===== src/rtl/sha256_compress_if.sv =====
// Block/chaining-value handshake between the padding front end and the SHA-256 compression engine.
interface sha256_compress_if;
  logic         start;
  logic         ready;
  logic [511:0] block;
  logic [255:0] h_in;
  logic         done;
  logic [255:0] h_out;

  modport master (output start, block, h_in, input ready, done, h_out);
  modport slave  (input start, block, h_in, output ready, done, h_out);
endinterface


===== src/rtl/sha256_compress.sv =====
// Iterative SHA-256 compression: one round per clock, rolling 16-word message schedule,
// K constants fetched from an external combinational ROM addressed by the round counter.
module sha256_compress #(
  parameter int ROUNDS = 64
) (
  input  logic             clk,
  input  logic             rst_n,
  sha256_compress_if.slave bus,
  output logic [5:0]       k_addr,
  input  logic [31:0]      k
);

  localparam logic [5:0] LAST_ROUND = 6'(ROUNDS - 1);

  typedef enum logic [1:0] {
    S_IDLE  = 2'd0,
    S_ROUND = 2'd1,
    S_FINAL = 2'd2
  } state_e;

  function automatic logic [31:0] rotr(input logic [31:0] x, input int n);
    return (x >> n) | (x << (32 - n));
  endfunction

  function automatic logic [31:0] big_sigma0(input logic [31:0] x);
    return rotr(x, 2) ^ rotr(x, 13) ^ rotr(x, 22);
  endfunction

  function automatic logic [31:0] big_sigma1(input logic [31:0] x);
    return rotr(x, 6) ^ rotr(x, 11) ^ rotr(x, 25);
  endfunction

  function automatic logic [31:0] small_sigma0(input logic [31:0] x);
    return rotr(x, 7) ^ rotr(x, 18) ^ (x >> 3);
  endfunction

  function automatic logic [31:0] small_sigma1(input logic [31:0] x);
    return rotr(x, 17) ^ rotr(x, 19) ^ (x >> 10);
  endfunction

  function automatic logic [31:0] ch(input logic [31:0] x, input logic [31:0] y, input logic [31:0] z);
    return (x & y) ^ (~x & z);
  endfunction

  function automatic logic [31:0] maj(input logic [31:0] x, input logic [31:0] y, input logic [31:0] z);
    return (x & y) ^ (x & z) ^ (y & z);
  endfunction

  state_e        state_q, state_d;
  logic [5:0]    round_q, round_d;
  logic [31:0]   w_q     [16];
  logic [31:0]   w_d     [16];
  logic [31:0]   v_q     [8];
  logic [31:0]   v_d     [8];
  logic [31:0]   hsave_q [8];
  logic [31:0]   hsave_d [8];
  logic [255:0]  h_out_q, h_out_d;
  logic          ready_q, ready_d;
  logic          done_q, done_d;
  logic [31:0]   t1_s, t2_s, w_new_s;

  // Round datapath, schedule expansion and next-state selection.
  always_comb begin
    state_d = state_q;
    round_d = round_q;
    w_d     = w_q;
    v_d     = v_q;
    hsave_d = hsave_q;
    h_out_d = h_out_q;
    ready_d = ready_q;
    done_d  = 1'b0;

    // v_q[0..7] hold the working variables a..h
    t1_s    = v_q[7] + big_sigma1(v_q[4]) + ch(v_q[4], v_q[5], v_q[6]) + k + w_q[0];
    t2_s    = big_sigma0(v_q[0]) + maj(v_q[0], v_q[1], v_q[2]);
    w_new_s = small_sigma1(w_q[14]) + w_q[9] + small_sigma0(w_q[1]) + w_q[0];

    case (state_q)
      S_IDLE: begin
        if (bus.start) begin
          for (int i = 0; i < 16; i++) begin
            w_d[i] = bus.block[511 - 32*i -: 32];
          end
          for (int i = 0; i < 8; i++) begin
            hsave_d[i] = bus.h_in[255 - 32*i -: 32];
            v_d[i]     = bus.h_in[255 - 32*i -: 32];
          end
          round_d = 6'd0;
          ready_d = 1'b0;
          state_d = S_ROUND;
        end else begin
          ready_d = 1'b1;
        end
      end
      S_ROUND: begin
        v_d[0] = t1_s + t2_s;
        v_d[1] = v_q[0];
        v_d[2] = v_q[1];
        v_d[3] = v_q[2];
        v_d[4] = v_q[3] + t1_s;
        v_d[5] = v_q[4];
        v_d[6] = v_q[5];
        v_d[7] = v_q[6];
        for (int i = 0; i < 15; i++) begin
          w_d[i] = w_q[i + 1];
        end
        w_d[15] = w_new_s;
        if (round_q == LAST_ROUND) begin
          round_d = 6'd0;
          state_d = S_FINAL;
        end else begin
          round_d = round_q + 6'd1;
        end
      end
      S_FINAL: begin
        for (int i = 0; i < 8; i++) begin
          h_out_d[255 - 32*i -: 32] = hsave_q[i] + v_q[i];
        end
        done_d  = 1'b1;
        ready_d = 1'b1;
        state_d = S_IDLE;
      end
      default: begin
        round_d = 6'd0;
        ready_d = 1'b1;
        state_d = S_IDLE;
      end
    endcase
  end

  // State, datapath and output registers.
  always_ff @(posedge clk or negedge rst_n) begin
    if (!rst_n) begin
      state_q <= S_IDLE;
      round_q <= 6'd0;
      h_out_q <= 256'd0;
      ready_q <= 1'b1;
      done_q  <= 1'b0;
      for (int i = 0; i < 16; i++) begin
        w_q[i] <= 32'd0;
      end
      for (int i = 0; i < 8; i++) begin
        v_q[i]     <= 32'd0;
        hsave_q[i] <= 32'd0;
      end
    end else begin
      state_q <= state_d;
      round_q <= round_d;
      h_out_q <= h_out_d;
      ready_q <= ready_d;
      done_q  <= done_d;
      for (int i = 0; i < 16; i++) begin
        w_q[i] <= w_d[i];
      end
      for (int i = 0; i < 8; i++) begin
        v_q[i]     <= v_d[i];
        hsave_q[i] <= hsave_d[i];
      end
    end
  end

  // The counter is already zero outside ROUND, so it doubles as the ROM address.
  assign k_addr    = round_q;
  assign bus.ready = ready_q;
  assign bus.done  = done_q;
  assign bus.h_out = h_out_q;

endmodule


===== src/flat_wrapper.sv =====
// flat-port wrapper written by rule: the top's interface ports become plain ports
module sha256_compress_flat 
#(
  parameter int ROUNDS = 64
)
  (clk, rst_n, k_addr, k, bus_start, bus_block, bus_h_in, bus_ready, bus_done, bus_h_out);
  sha256_compress_if bus_i ();
  input  logic clk;
  input  logic rst_n;
  output logic [5:0] k_addr;
  input  logic [31:0] k;
  input wire logic [$bits(bus_i.start)-1:0] bus_start;
  input wire logic [$bits(bus_i.block)-1:0] bus_block;
  input wire logic [$bits(bus_i.h_in)-1:0] bus_h_in;
  output wire logic [$bits(bus_i.ready)-1:0] bus_ready;
  output wire logic [$bits(bus_i.done)-1:0] bus_done;
  output wire logic [$bits(bus_i.h_out)-1:0] bus_h_out;
  assign bus_i.start = bus_start;
  assign bus_i.block = bus_block;
  assign bus_i.h_in = bus_h_in;
  assign bus_ready = bus_i.ready;
  assign bus_done = bus_i.done;
  assign bus_h_out = bus_i.h_out;
  sha256_compress #(.ROUNDS(ROUNDS)) u_core (.clk(clk), .rst_n(rst_n), .bus(bus_i), .k_addr(k_addr), .k(k));
endmodule

===== config.mk =====
export PLATFORM = sky130hd
export DESIGN_NAME = sha256_compress_flat
export DESIGN_NICKNAME = d
export VERILOG_FILES = /design/src/rtl/sha256_compress_if.sv /design/src/rtl/sha256_compress.sv /design/src/flat_wrapper.sv
export SDC_FILE = /design/constraint.sdc
export NUM_CORES = 2
export LEC_CHECK = 0
export BUFFER_PORTS_ARGS = -buffer_cell sky130_fd_sc_hd__buf_2
export CELL_PAD_IN_SITES_DETAIL_PLACEMENT = 1
export CELL_PAD_IN_SITES_GLOBAL_PLACEMENT = 2
export CORE_ASPECT_RATIO = 1.1
export CORE_UTILIZATION = 38
export DETAILED_ROUTE_END_ITERATION = 8
export GPL_ROUTABILITY_DRIVEN = 0
export HOLD_SLACK_MARGIN = 0.08
export PLACE_DENSITY_LB_ADDON = 0.3
export SLEW_MARGIN = 20
export SYNTH_ARGS = -nofsm -noshare
export SYNTH_HDL_FRONTEND = slang
export SYNTH_SLANG_ARGS = --single-unit
export TNS_END_PERCENT = 5

===== constraint.sdc =====
create_clock -name clk -period 18.2 [get_ports clk]
set_input_delay 1.82 -clock clk [delete_from_list [all_inputs] [get_ports clk]]
set_output_delay 1.82 -clock clk [all_outputs]
set_load 0.005 [all_outputs]

==> Word-level counts from Yosys, hierarchy flattened <==
Cells that the tools add are included.
{ "classes": {"n_addsub": 19, "n_eq_ne": 5, "mux": 13, "bitwise": 28, "reduce_logical": 6} }
{ "ops": {"columns": ["operator", "n"], "rows": [
  ["512-bit one-hot mux with 2 select lines", 1],
  ["32-bit adder", 18],
  ["512-bit 2-to-1 mux", 1],
  ["256-bit one-hot mux with 2 select lines", 1],
  ["32-bit XOR", 9],
  ["256-bit 2-to-1 mux", 1],
  ["32-bit AND", 5],
  ["32-bit NOT", 1],
  ["10-bit by 32-bit bitwise OR with 32-bit output", 1],
  ["13-bit by 32-bit bitwise OR with 32-bit output", 1],
  ["14-bit by 32-bit bitwise OR with 32-bit output", 1],
  ["15-bit by 32-bit bitwise OR with 32-bit output", 1],
  ["19-bit by 32-bit bitwise OR with 32-bit output", 1],
  ["21-bit by 32-bit bitwise OR with 32-bit output", 1],
  ["25-bit by 32-bit bitwise OR with 32-bit output", 1],
  ["26-bit by 32-bit bitwise OR with 32-bit output", 1],
  ["30-bit by 32-bit bitwise OR with 32-bit output", 1],
  ["7-bit by 32-bit bitwise OR with 32-bit output", 1],
  ["32-bit by 22-bit XOR with 32-bit output", 1],
  ["32-bit by 29-bit XOR with 32-bit output", 1],
  ["6-bit one-hot mux with 3 select lines", 1],
  ["6-bit 2-to-1 mux", 2],
  ["2-bit AND reduction", 4],
  ["6-bit by 1-bit adder with 6-bit output (second input constant)", 1],
  ["12 further kinds", 14]
]} }
{ "word_totals": {"reg_bits": 1290, "wordCells": 108} }

==> Logic depth before layout (Yosys ltp) <==
{ "depth": {"depth_word": 9, "mapped_depth": 33, "depth_no_buf": 32} }

==> Worst setup path before layout <==
No wires, ideal clock.
{ "synth_timing": {"kind": "input-to-reg", "start": "in k[2]", "end": "reg u_core.v_q[255] in the netlist's numbering", "setup_ns": 0.137, "arrival_time_ns": 7.840, "required_ns": 18.063, "setup_slack_ns": 10.223, "cell_stages": 28, "n_path_buf": 0, "cell_sequence": "inv_1 -> fa_1 -> inv_1 -> fa_1 -> inv_1 -> fa_1 -> inv_1 -> ha_1 -> a211oi_1 -> o21a_1 -> o31ai_1 -> a221oi_1 -> o21ai_0 -> a21o_1 -> a21oi_1 -> xnor2_1 -> fa_1 -> ha_1 -> a21oi_1 -> o21bai_1 -> a21oi_1 -> o21ai_0 -> a211o_1 -> o41ai_2 -> o21ai_0 -> o41ai_2 -> xnor2_1 -> a21oi_1"} }
{ "synth_via": {"elab_chain_cells": 4} }
{ "synth_rtl": {"columns": ["item", "line_no", "text"], "rows": [
  ["start: declaration", "flat_wrapper.sv:11", "input logic [31:0] k;"],
  ["32-bit adder (2 in series)", "sha256_compress.sv:74", "t1_s = v_q[7] + big_sigma1(v_q[4]) + ch(v_q[4], v_q[5], v_q[6]) + k + w_q[0];"],
  ["32-bit adder", "sha256_compress.sv:96", "v_d[0] = t1_s + t2_s;"],
  ["256-bit one-hot mux with 2 select lines", "sha256_compress.sv:78", "case (state_q)"],
  ["end signal: indexed assignment", "sha256_compress.sv:156", "v_q[i] <= v_d[i];"],
  ["end: declaration", "sha256_compress.sv:53", "logic [31:0] v_q [8];"]
]} }
No other way between the ends.
A chain may end at the register's enable or synchronous reset.

==> Worst setup path in the final report <==
{ "layout_timing": {"start": "in k[3]", "end": "reg u_core.v_q[255] in the netlist's numbering"} }
The elaborated chain is that of the path after synthesis.

==> summary.txt <==
Status
  – Failing checks: design-rule violations
  – Status: finished with violations

Placement
  – HPWL after detailed placement: ~280000 um
  – Port-buffer cells: about 1100

Drt
  – Total length of routed wires: approximately 360000 um
  – DR WL/cell: between 20 and 30 um
  – DRC: 2
  – DR pass1 iterations: 7
  – Starting DRT DRC Count: 5623
  – Drt via density: ~5.7
  – Via count: between 70000 and 80000
  – Routed Antenna Nets: 0

Global routing
  – Initial antenna violation count: about 120
  – First-pass GRT wire length: 517000 um
  – Largest net degree at the start of global routing: about 240
  – Grt total ovfl: 0
  – Vias in the first global route: between 70000 and 80000
  – Gr usage total: about a third

Logic synthesis
  – Syn avg cell area: around 8.5 um^2
  – Register bit total from synthesis: about 1300
  – Synth Net Count: approximately 10000
  – Register area share after synthesis: between 40% and 50%
  – Mapped Cells: 9128
  – Synth Cell Area: 0.0780 mm^2
  – Synth warn: 0
  – Ys flop type: dfrtp_1
  – Post-synth EDFFs: 0
  – Top post-synthesis cells by area: dfrtp_1 41%, nand2_1 11%, ha_1 6.0%, a31oi_1 5.0%, fa_1 5.0%
  – Synth top area share: 41.4%
  – Post-synth cell types: 92
  – Async SR Flop Fraction: 100%
  – Yosys top cell by area: dfrtp_1

Setup path
  – CP Class: input pin to register
  – Startpoint Class: input pin
  – Worst R2R Path Depth: 29
  – WP data arrival: between 9000 and 10000 ps
  – Worst reg2reg endpoint: u_core.v_q[255]
  – Req. time, crit path: 18920 ps
  – Critical Path End: u_core.v_q[255]
  – FF-to-FF setup slack: ~10000 ps
  – CP max stage delay: 580 ps
  – Crit. End Element: register
  – Worst setup path start: k[3]
  – Maximum fanout along the worst path: 5
  – Reg-to-reg startpoint: u_core.v_q[123]
  – Crit-path slowest cell: fa_1

STA
  – Hold Vio Cnt, Final: 0
  – Max Transition Viols Final: 0
  – Min Clock Period, post-route: 8480 ps
  – RSZ-0062 raised after global routing: false
  – Final setup fails: 0
  – Tcrit/Tclk final: a little under half
  – Setup Skew: about 50 ps
  – Slew at the pin closest to its max-slew limit: 1140 ps
  – Setup_tns: 0 ps
  – Achievable frequency: 118 MHz
  – Relative slew slack: 24.2%

Clock tree
  – Clock-pin slew on the worst setup and hold paths: around 60 ps
  – H-tree Lvls: 4
  – Max Root-Sink Buffers: 3
  – Sink Count: between 1000 and 1500
  – Clock root buffer master: clkbuf_16
  – Setup Buffers After CTS: 0
  – CTS Buf Count: between 150 and 200
  – CTS tree: done
  – Post_cts resized: 0
  – # hold bufs at CTS: 0
  – Clock latency on the worst-skew pair: 860 ps

Worst hold path
  – Hold Path Class: register to register

Cells and area
  – Post-layout net count: 11200
  – Fillcell total: roughly 24000
  – Multi-input logic area: approximately 0.042 mm^2
  – Layout cells sized above 1: 14.7%
  – Register area: between 0.03 and 0.04 mm^2
  – Layout area overhead: 16.1%

Die
  – DIE AREA: approximately 0.21 mm^2
  – IO Pins: approximately 1100
  – Initial Util: between 30% and 40%
  – Std-Cell Rows: 174
  – Die H: between 400 and 500 um
  – Die span in x: between 400 and 500 um
  – Core area: between 0.2 and 0.25 mm^2

Run
  – Max-cap violations: 0
==> critical path, delay by kind of cell <==
family	cells	cell delay, ps
compound gates	16	3530
buf+inv	5	390
xor+xnor	2	690
fa+ha+maj	6	2780
==> cells in the mapped netlist, drive strengths merged, types with 33 or more instances <==
cell type / n
nand2b: 63
nor2b: 38
nand3: 49
o21bai: 42
nor2: 752
xor2: 196
a211oi: 53
nor3: 51
and3: 41
a21oi: 418
o22ai: 243
nand2: 2357
mux2i: 42
a21o: 148
o21a: 45
fa: 195
inv: 319
o21ai: 426
dfrtp: 1289
a31oi: 629
xnor2: 377
ha: 373
clkbuf: 550
o22a: 33
==> worst min path at each step <==
stage / endpoint / depth (start not counted) / start
2_1_floorplan: u_core.hsave_q[0] / 2 / u_core.hsave_q[0]
3_3_place_gp: u_core.bus.h_out[160] / 2 / u_core.bus.h_out[160]
3_5_place_dp: u_core.bus.h_out[224] / 2 / u_core.bus.h_out[224]
4_1_cts: u_core.bus.h_out[211] / 2 / u_core.bus.h_out[211]
5_1_grt: u_core.bus.h_out[107] / 2 / u_core.bus.h_out[107]
6_report: u_core.bus.h_out[211] / 2 / u_core.bus.h_out[211]
==> state kept, by name, summed over array words and instances, names as in the netlist <==
signal            cells
u_core.bus.h_out    256
u_core.v_q          256
u_core.state_q        2
u_core.hsave_q      256
u_core.bus.ready      1
u_core.bus.done       1
u_core.k_addr         6
u_core.w_q          512
==> placed cells by master (no fill, tap or decap), drive strengths merged, types with 29 or more instances in the layout <==
cell,count
nand2,2357
dfrtp,1289
buf,1142
nor2,752
a31oi,629
o21ai,426
a21oi,418
xnor2,377
ha,373
inv,328
o22ai,243
clkbuf,226
xor2,196
fa,195
a21o,148
nand2b,63
a211oi,53
nor3,51
nand3,49
o21a,45
diode,44
mux2i,42
o21bai,42
and3,41
nor2b,38
o22a,33
o31ai,31
clkinv,29
==> stage by stage <==
stage	utilization [%]	hold WS [ps]	worst slack [ps]	cells	cell area [um^2]
6_report	44.3	471	9720	12700	90500
2_1_floorplan	-	452	10220	9128	78000
5_1_grt	44.3	494	9330	12700	90500
3_5_place_dp	41.8	459	8940	12400	85300
4_1_cts	44.3	480	9830	12700	90400
3_3_place_gp	41.8	457	9270	12400	85300
==> metal layers <==
metal / track usage (%) / wire [um]
met5: 0 / 799
met4: 21.6 / 25700
met2: 55.1 / 168000
met3: 7.86 / 25700
met1: 41.0 / 140000
==> cells by family (layout without fill, tap and decap cells) <==
kind of cell / Yosys count / after routing / share of synthesized area (%)
fa+ha+maj: 590 / 590 / 11.3
other cells: 0 / 44 / 0
mux: 47 / 47 / 0.611
simple gates: 3478 / 3478 / 17.9
compound gates: 2249 / 2249 / 18.0
buf+inv: 901 / 1739 / 4.36
flops: 1290 / 1290 / 41.4
xor+xnor: 573 / 573 / 6.44
==> layout make-up <==
cell class,count,area share (%)
diodes,44,0.122
clock buffers,226,5.01
clock inverters,50,0.701
inverters,321,1.34
multi-input cells,6937,46.8
flip-flops and latches,1290,35.7
well taps,2728,3.77
repair buffers,1142,6.65
Power is not shown: default switching activity piles up to over one toggle a cycle in this logic, so the estimate is an artifact.
